==> config.mk <==
export PLATFORM = sky130hd
export DESIGN_NAME = led_trail_pwm
export DESIGN_NICKNAME = d
export VERILOG_FILES = /design/src/rtl/led_pkg.sv /design/src/rtl/led_pwm_channel.sv /design/src/rtl/led_trail_pwm.sv
export SDC_FILE = /design/constraint.sdc
export NUM_CORES = 1
export LEC_CHECK = 0
export CAP_MARGIN = 20
export CORE_MARGIN = 3
export CORE_UTILIZATION = 59
export DETAILED_ROUTE_END_ITERATION = 16
export PLACE_DENSITY = 0.78
export SYNTH_ARGS = -nofsm -noshare
export SYNTH_HDL_FRONTEND = slang
export SYNTH_HIERARCHICAL = 1
export SYNTH_SLANG_ARGS = --single-unit
==> constraint.sdc <==
create_clock -name iCLK -period 3.7 [get_ports iCLK]
set_input_delay 0.555 -clock iCLK [delete_from_list [all_inputs] [get_ports iCLK]]
set_output_delay 0.555 -clock iCLK [all_outputs]
set_load 0.1 [all_outputs]
==> src/rtl/led_pkg.sv <==
// Constants and types shared by the LED chaser and the PWM trail stage.
package led_pkg;

    localparam int LED_WIDTH    = 8;
    localparam int LED_PWM_BITS = 4;

    // Per-channel level action, resolved in priority order load > decay > hold.
    typedef enum logic [1:0] {
        ACT_HOLD  = 2'd0,
        ACT_LOAD  = 2'd1,
        ACT_DECAY = 2'd2
    } lvl_act_e;

    function automatic int lmax_of(input int pwm_bits);
        return (1 << pwm_bits) - 1;
    endfunction

endpackage

==> src/rtl/led_pwm_channel.sv <==
// One LED channel: brightness level with load/saturating decay and the PWM compare.
module led_pwm_channel
    import led_pkg::*;
#(
    parameter int PWM_BITS   = LED_PWM_BITS,
    parameter int DECAY_STEP = 2
) (
    input  logic                iCLK,
    input  logic                iRST,
    input  logic                load_i,
    input  logic                tick_i,
    input  logic [PWM_BITS-1:0] pwm_cnt_i,
    output logic                led_o,
    output logic                active_o
);

    localparam logic [PWM_BITS-1:0] LMAX = PWM_BITS'(lmax_of(PWM_BITS));
    localparam logic [PWM_BITS-1:0] STEP = PWM_BITS'(DECAY_STEP);

    lvl_act_e            act;
    logic [PWM_BITS-1:0] level_q, level_d;
    logic                led_q;

    always_comb begin
        // NOTE: every combinational output gets a default first so no path infers a latch.
        act     = ACT_HOLD;
        level_d = level_q;
        if (load_i)      act = ACT_LOAD;
        else if (tick_i) act = ACT_DECAY;

        case (act)
            ACT_LOAD:  level_d = LMAX;
            ACT_DECAY: level_d = (level_q < STEP) ? '0 : level_q - STEP;
            default:   level_d = level_q;
        endcase
    end

    // NOTE: state is updated with non-blocking assignments so all flops see pre-edge values.
    always_ff @(posedge iCLK or posedge iRST) begin
        if (iRST) begin
            level_q <= '0;
            led_q   <= 1'b0;
        end else begin
            level_q <= level_d;
            led_q   <= (level_q > pwm_cnt_i);
        end
    end

    assign led_o    = led_q;
    assign active_o = (level_q != '0);

endmodule

==> src/rtl/led_trail_pwm.sv <==
// Comet-tail PWM stage: synchronises the chaser pattern and fades each LED out stepwise.
module led_trail_pwm
    import led_pkg::*;
#(
    parameter int WIDTH      = LED_WIDTH,
    parameter int PWM_BITS   = LED_PWM_BITS,
    parameter int DECAY_DIV  = 131072,
    parameter int DECAY_STEP = 2
) (
    input  logic             iCLK,
    input  logic             iRST,
    input  logic [WIDTH-1:0] iPAT,
    output logic [WIDTH-1:0] oLED,
    output logic             oANY
);

    localparam logic [PWM_BITS-1:0] PWM_LAST = PWM_BITS'(lmax_of(PWM_BITS) - 1);
    localparam int                  PRE_W    = (DECAY_DIV > 1) ? $clog2(DECAY_DIV) : 1;
    localparam logic [PRE_W-1:0]    PRE_LAST = PRE_W'(DECAY_DIV - 1);

    logic [WIDTH-1:0]    s1_q, s2_q;
    logic [PWM_BITS-1:0] pwm_cnt_q, pwm_cnt_d;
    logic [PRE_W-1:0]    pre_q, pre_d;
    logic                tick;
    logic [WIDTH-1:0]    active;
    logic                any_q;

    assign tick      = (pre_q == PRE_LAST);
    assign pre_d     = tick ? '0 : pre_q + PRE_W'(1);
    assign pwm_cnt_d = (pwm_cnt_q == PWM_LAST) ? '0 : pwm_cnt_q + PWM_BITS'(1);

    // iPAT comes from the divided-clock chaser domain, so it is double-flopped before use.
    always_ff @(posedge iCLK or posedge iRST) begin
        if (iRST) begin
            s1_q      <= '0;
            s2_q      <= '0;
            pwm_cnt_q <= '0;
            pre_q     <= '0;
            any_q     <= 1'b0;
        end else begin
            s1_q      <= iPAT;
            s2_q      <= s1_q;
            pwm_cnt_q <= pwm_cnt_d;
            pre_q     <= pre_d;
            any_q     <= |active;
        end
    end

    for (genvar g = 0; g < WIDTH; g++) begin : g_ch
        led_pwm_channel #(
            .PWM_BITS   (PWM_BITS),
            .DECAY_STEP (DECAY_STEP)
        ) u_ch (
            .iCLK      (iCLK),
            .iRST      (iRST),
            .load_i    (s2_q[g]),
            .tick_i    (tick),
            .pwm_cnt_i (pwm_cnt_q),
            .led_o     (oLED[g]),
            .active_o  (active[g])
        );
    end

    assign oANY = any_q;

endmodule

After elaboration in Yosys (flattened, before gate mapping)
Index checks and enable logic that the tools add are counted.
Word-level totals
  bits in registers: 78
  latch bits: 0
  memory bits (writable): 0
  bits in read-only memories: 0
  bits of input ports: 10
  output and inout port bits: 9
  logic and storage cells: 109
  memories: 0
Operators by class
  add/sub/neg operators: 10
  multipliers: 0
  div/mod/pow operators: 0
  $lt $le $gt $ge: 16
  eq/ne operators: 18
  shift-type cells: 0
  mux-type cells: 27
  bitwise logic cells: 0
  reduce and logical (&&, ||, !) cells: 17
Operator list (number)
  case mux 4 bit (2 select lines): 8
  2-to-1 mux 4 bit: 9
  greater-than comparator 4 bit: 8
  < comparator 4 x 2 -> 1 bit (second input constant): 8
  nonzero test 4 bit: 8
  subtractor 4 x 2 -> 4 bit (second input constant): 8
  2-to-1 mux 2 bit: 9
  adder 17 x 1 -> 17 bit (second input constant): 1
  == test 17 bit (second input constant): 1
  2-to-1 mux 17 bit: 1
  == test 2 x 1 -> 1 bit (second input constant): 8
  == test 2 bit (second input constant): 8
  nonzero test 2 bit: 8
  OR reduction 8 bit: 1
  adder 4 x 1 -> 4 bit (second input constant): 1
  == test 4 bit (second input constant): 1

Longest topological paths before layout
  depth in word-level cells: 5
  mapped depth: 8
  gate-level depth less buffers: 8

Cells and area by module
The synthesis kept the hierarchy.
Modules (own cells, without submodules)
  led_pwm_channel: instances 8, cells each 37, area an instance 322.8 um^2, sequential area each 125.1 um^2
  led_trail_pwm: instances 1, cells each 120, area an instance 1457.6 um^2, sequential area each 950.9 um^2

Worst setup path before layout
No wires, ideal clock.
  kind: register to register
  from: reg pre_q[0]
  to: reg g_ch[0].u_ch.level_q[3]
  setup time: 127 ps
  arrival time: 2482 ps
  required time: 3573 ps
  slack: 1091 ps
  cell stages (with the launch flop): 9
  path buffers: 0
  clock period less this slack: 2609 ps
  path through: dfrtp_1 ha_1 nand2_1 nor4_1 and3_1 ha_1 nand2_1 a21oi_1 o31ai_1
Between the ends
  cells in the longest elaborated chain, start to end: 5
  elaborated cells between the ends (all ways): 7
  classes of those cells: 3 x eq/ne; 3 x mux; 1 x reduce/logical
RTL lines
  from (decl): RTL line led_trail_pwm.sv:23  | logic [PRE_W-1:0] pre_q, pre_d;
  from (signal assigned): RTL line led_trail_pwm.sv:44  | pre_q <= pre_d;
  == test 17 bit *: RTL line led_trail_pwm.sv:28  | assign tick = (pre_q == PRE_LAST);
  net tick: RTL line led_trail_pwm.sv:24  | logic tick;
  2-to-1 mux 2 bit *: RTL line led_pwm_channel.sv:29  | else if (tick_i) act = ACT_DECAY;
  2-to-1 mux 2 bit *: RTL line led_pwm_channel.sv:28  | if (load_i) act = ACT_LOAD;
  == test 2 bit / == test 2 x 1 -> 1 bit (equally long branches): RTL line led_pwm_channel.sv:31  | case (act)
  case mux 4 bit (2 select lines) / nonzero test 2 bit (equally long branches)
  to (signal assigned): RTL line led_pwm_channel.sv:44  | level_q <= level_d;
  to (decl): RTL line led_pwm_channel.sv:21  | logic [PWM_BITS-1:0] level_q, level_d;
The timed path passes the listed nets; every way through them passes the cells marked *.
A chain may end at the register's enable or synchronous reset.

Worst setup path in the final report
Ends and elaborated chain as after synthesis.

==> run summary <==
Via density: 5.75
Synth async-reset ratio: 1.00
First-pass GRT wire length: 13000 um
Final worst path period need: 2.51 ns
Post-CTS setup buffer count: 0
Worst-path clk slew: 0.08 ns
Initial antenna violation count: 0
Final setup vio count: 0
Register area share after synthesis: 0.483
First-pass DRT Iterations: 4
Die W: 88.8 um
Yosys warns: 6
Hold Path Class: reg2reg
Crit. End Element: flop
IO Pins: 19
Worst rel slew slack: 0.352
GPL Wtd Cong: 0.849
CP endpoint: g_ch[0].u_ch/level_q[3]
Clock buffer count from CTS: 9
Synthesized Nets: 469
Number of I/O port buffers: 18
Met1 usage: 0.244
R2R Setup Slk: 1.19 ns
Mapped Cells: 416
H-tree depth: 3
Iteration-0 DRC Markers: 161
Dpl hpwl: 5400 um
DRC Markers: 0
Peak supply drop: 251 uV
Status: complete, no violations
Fmax: 0.398 GHz
PostCTS Resize Cnt: 0
Routed vias: 3026
Routed wire length per instance: 14.7 um
GR Util met3: 0.0596
Post-Route Skew: 0.0129 ns
Die area: 0.00788 mm2
Clock Tree Buf Depth: 2
WL final: 7740 um
FF-to-FF End: g_ch[0].u_ch/level_q[3]
Synth Register Bits: 78
CTS tree: done
Setup_tns: 0 ns
Max cap viols: 0
Static leakage: 2.10 nW
Final Cycle Share: 0.680
Grt total ovfl: 0
Number of global-route vias before repair: 3025
Design Power: 1.55 mW
Tightest Pin Transition: 0.969 ns
Most congested layer reported by global routing: met2
Count of flip-flops with a built-in enable after synthesis: 0
Worst path required time: 3.93 ns
Later-pin clock latency in the skew report: 0.36 ns
Initial Utilization: 0.622
Synth cell types: 27
Met2 Use GR: 0.378
Final Hold Fails: 0
Final net count: 497
Slowest CP cell: buf_4
FILL cells: 481
Root Driver: clkbuf_8
Critical-path cell list: ha_1 -> nand2_1 -> nor4_1 -> and3_1 -> ha_1 -> buf_4 -> nand2_1 -> a21oi_1 -> o31ai_1
Reg2Reg Depth: 9
RSZ-0062 raised after global routing: false
Row Count: 29
All-Layer GR Usage: 0.216
Ant. Diodes: 0
Largest net degree at the start of global routing: 49
Final max-slew violation count: 0
Hold buffer count at CTS: 0
Highest net fanout along the worst path: 48
Core Area: 0.00649 mm2
Design Area, Final: 0.00451 mm2
Synthesized cell area: 0.00404 mm2
Area grow syn2layout: 11.7%
Die Y: 88.8 um
Pwr dens: 343 mW/mm2
Critical Path Source Type: flop
Antenna-violating nets left: 0
CP Class: reg2reg
Clk sinks: 78
Main synth FF type: dfrtp_1
Layout cell share with drive strength beyond 1: 0.0690
Max incr delay on CP: 0.43 ns
Mapped Avg Cell Area: 9.71 um2
Area after DPL: 0.00431 mm2
Crit path arrival time: 2.75 ns
R2r startpoint: pre_q[0]
Fin util: 0.695
CP Launch Point: pre_q[0]
[critical path: cells and delay by family (launching register included)]
kind | cells | cell delay, ns
flops | 1 | 0.37
compound gates | 2 | 0.29
buf+inv | 1 | 0.43
fa+ha+maj | 2 | 0.43
simple gates | 4 | 0.87
[flip-flops by register name, indices dropped and copies added (netlist names)]
| register | cells |
|---|---|
| pwm_cnt_q | 4 |
| s1_q | 8 |
| s2_q | 8 |
| g_ch.u_ch/led_o | 8 |
| pre_q | 17 |
| g_ch.u_ch/level_q | 32 |
| oANY | 1 |
[power by group]
part | switching [mW] | internal, mW
clock | 0.301 | 0.348
sequential | 0.00547 | 0.861
combinational | 0.0214 | 0.0104
[Yosys cell counts, types with 2 or more instances]
| library cell | n | share of area |
|---|---|---|
| inv_1 | 66 | 0.061 |
| mux2_2 | 5 | 0.014 |
| o31ai_1 | 12 | 0.022 |
| or4_1 | 4 | 0.0074 |
| dfrtp_1 | 78 | 0.48 |
| nand2_1 | 43 | 0.040 |
| a21oi_1 | 24 | 0.030 |
| o21ai_0 | 38 | 0.047 |
| or3_1 | 2 | 0.0031 |
| nor3_2 | 8 | 0.020 |
| clkbuf_1 | 2 | 0.0019 |
| nand3_1 | 4 | 0.0050 |
| xor2_1 | 2 | 0.0043 |
| nor2_1 | 24 | 0.022 |
| nand4_1 | 10 | 0.015 |
| nor4_1 | 6 | 0.0093 |
| o211ai_1 | 16 | 0.030 |
| a21o_1 | 8 | 0.015 |
| nor2b_1 | 13 | 0.020 |
| ha_1 | 43 | 0.13 |
| and3_1 | 2 | 0.0031 |
[cells by family (layout without fill, tap and decap cells)]
family | count (synthesis) | after routing | synth area share
AND/OR/NAND/NOR | 119 | 119 | 0.152
AO/OA/AOI/OAI | 99 | 99 | 0.145
flip-flops | 78 | 78 | 0.483
buffers and inverters | 69 | 102 | 0.0660
adder cells (fa/ha/maj) | 43 | 43 | 0.133
multiplexers | 5 | 5 | 0.0139
XOR/XNOR | 3 | 3 | 0.00650
[per-stage QoR]
step | std cells | setup WS [ns] | hold slack (ns)
final | 526 | 1.19 | 0.352
after floorplan | 416 | 1.09 | 0.331
after CTS | 526 | 1.22 | 0.355
after global routing | 526 | 0.957 | 0.356
after detailed placement | 510 | 1.22 | 0.338
after global placement | 510 | 1.32 | 0.332
[worst min-delay path by stage]
| stage | start | depth (start not counted) | endpoint |
|---|---|---|---|
| after CTS | s1_q[1] | 0 | s2_q[1] |
| final | s1_q[1] | 0 | s2_q[1] |
| after floorplan | iRST | 1 | g_ch[0].u_ch/led_o |
| after global routing | s1_q[7] | 0 | s2_q[7] |
| after global placement | s1_q[2] | 0 | s2_q[2] |
| after detailed placement | s1_q[1] | 0 | s2_q[1] |
[per-layer routing]
layer / share of wire / routed length (um)
met1: 0.42 / 3250
met2: 0.52 / 4020
met3: 0.042 / 325
met4: 0.019 / 144
met5: 0 / 0
[placed cells by master, fill, tap and decap left out]
master           synthesis  layout
a21o_1                   8       8
a21oi_1                 24      24
a31oi_1                  1       1
and3_1                   2       2
buf_4                    0       2
bufinv_16                0       1
clkbuf_1                 2       2
clkbuf_8                 0      11
clkdlybuf4s50_1          0      18
clkinv_2                 0       1
clkinvlp_4               0       1
dfrtp_1                 78      78
ha_1                    43      43
inv_1                   66      66
mux2_2                   5       5
nand2_1                 43      43
nand2b_1                 1       1
nand3_1                  4       4
nand4_1                 10      10
nand4_2                  1       1
nor2_1                  24      24
nor2b_1                 13      13
nor3_2                   8       8
nor4_1                   6       6
o211ai_1                16      16
o21ai_0                 38      38
o31ai_1                 12      12
or3_1                    2       2
or3_2                    1       1
or4_1                    4       4
xnor2_1                  1       1
xor2_1                   2       2
[cell type report]
cell class,count,area [um2],area share
clock buffers,13,159,0.0352
clock inverters,3,42.5,0.00942
inverters,66,248,0.0549
multi-input cells,269,1820,0.404
flip-flops and latches,78,1950,0.432
well taps,77,96.3,0.0213
repair buffers,20,195,0.0432
(Power assumes the default switching activity.)
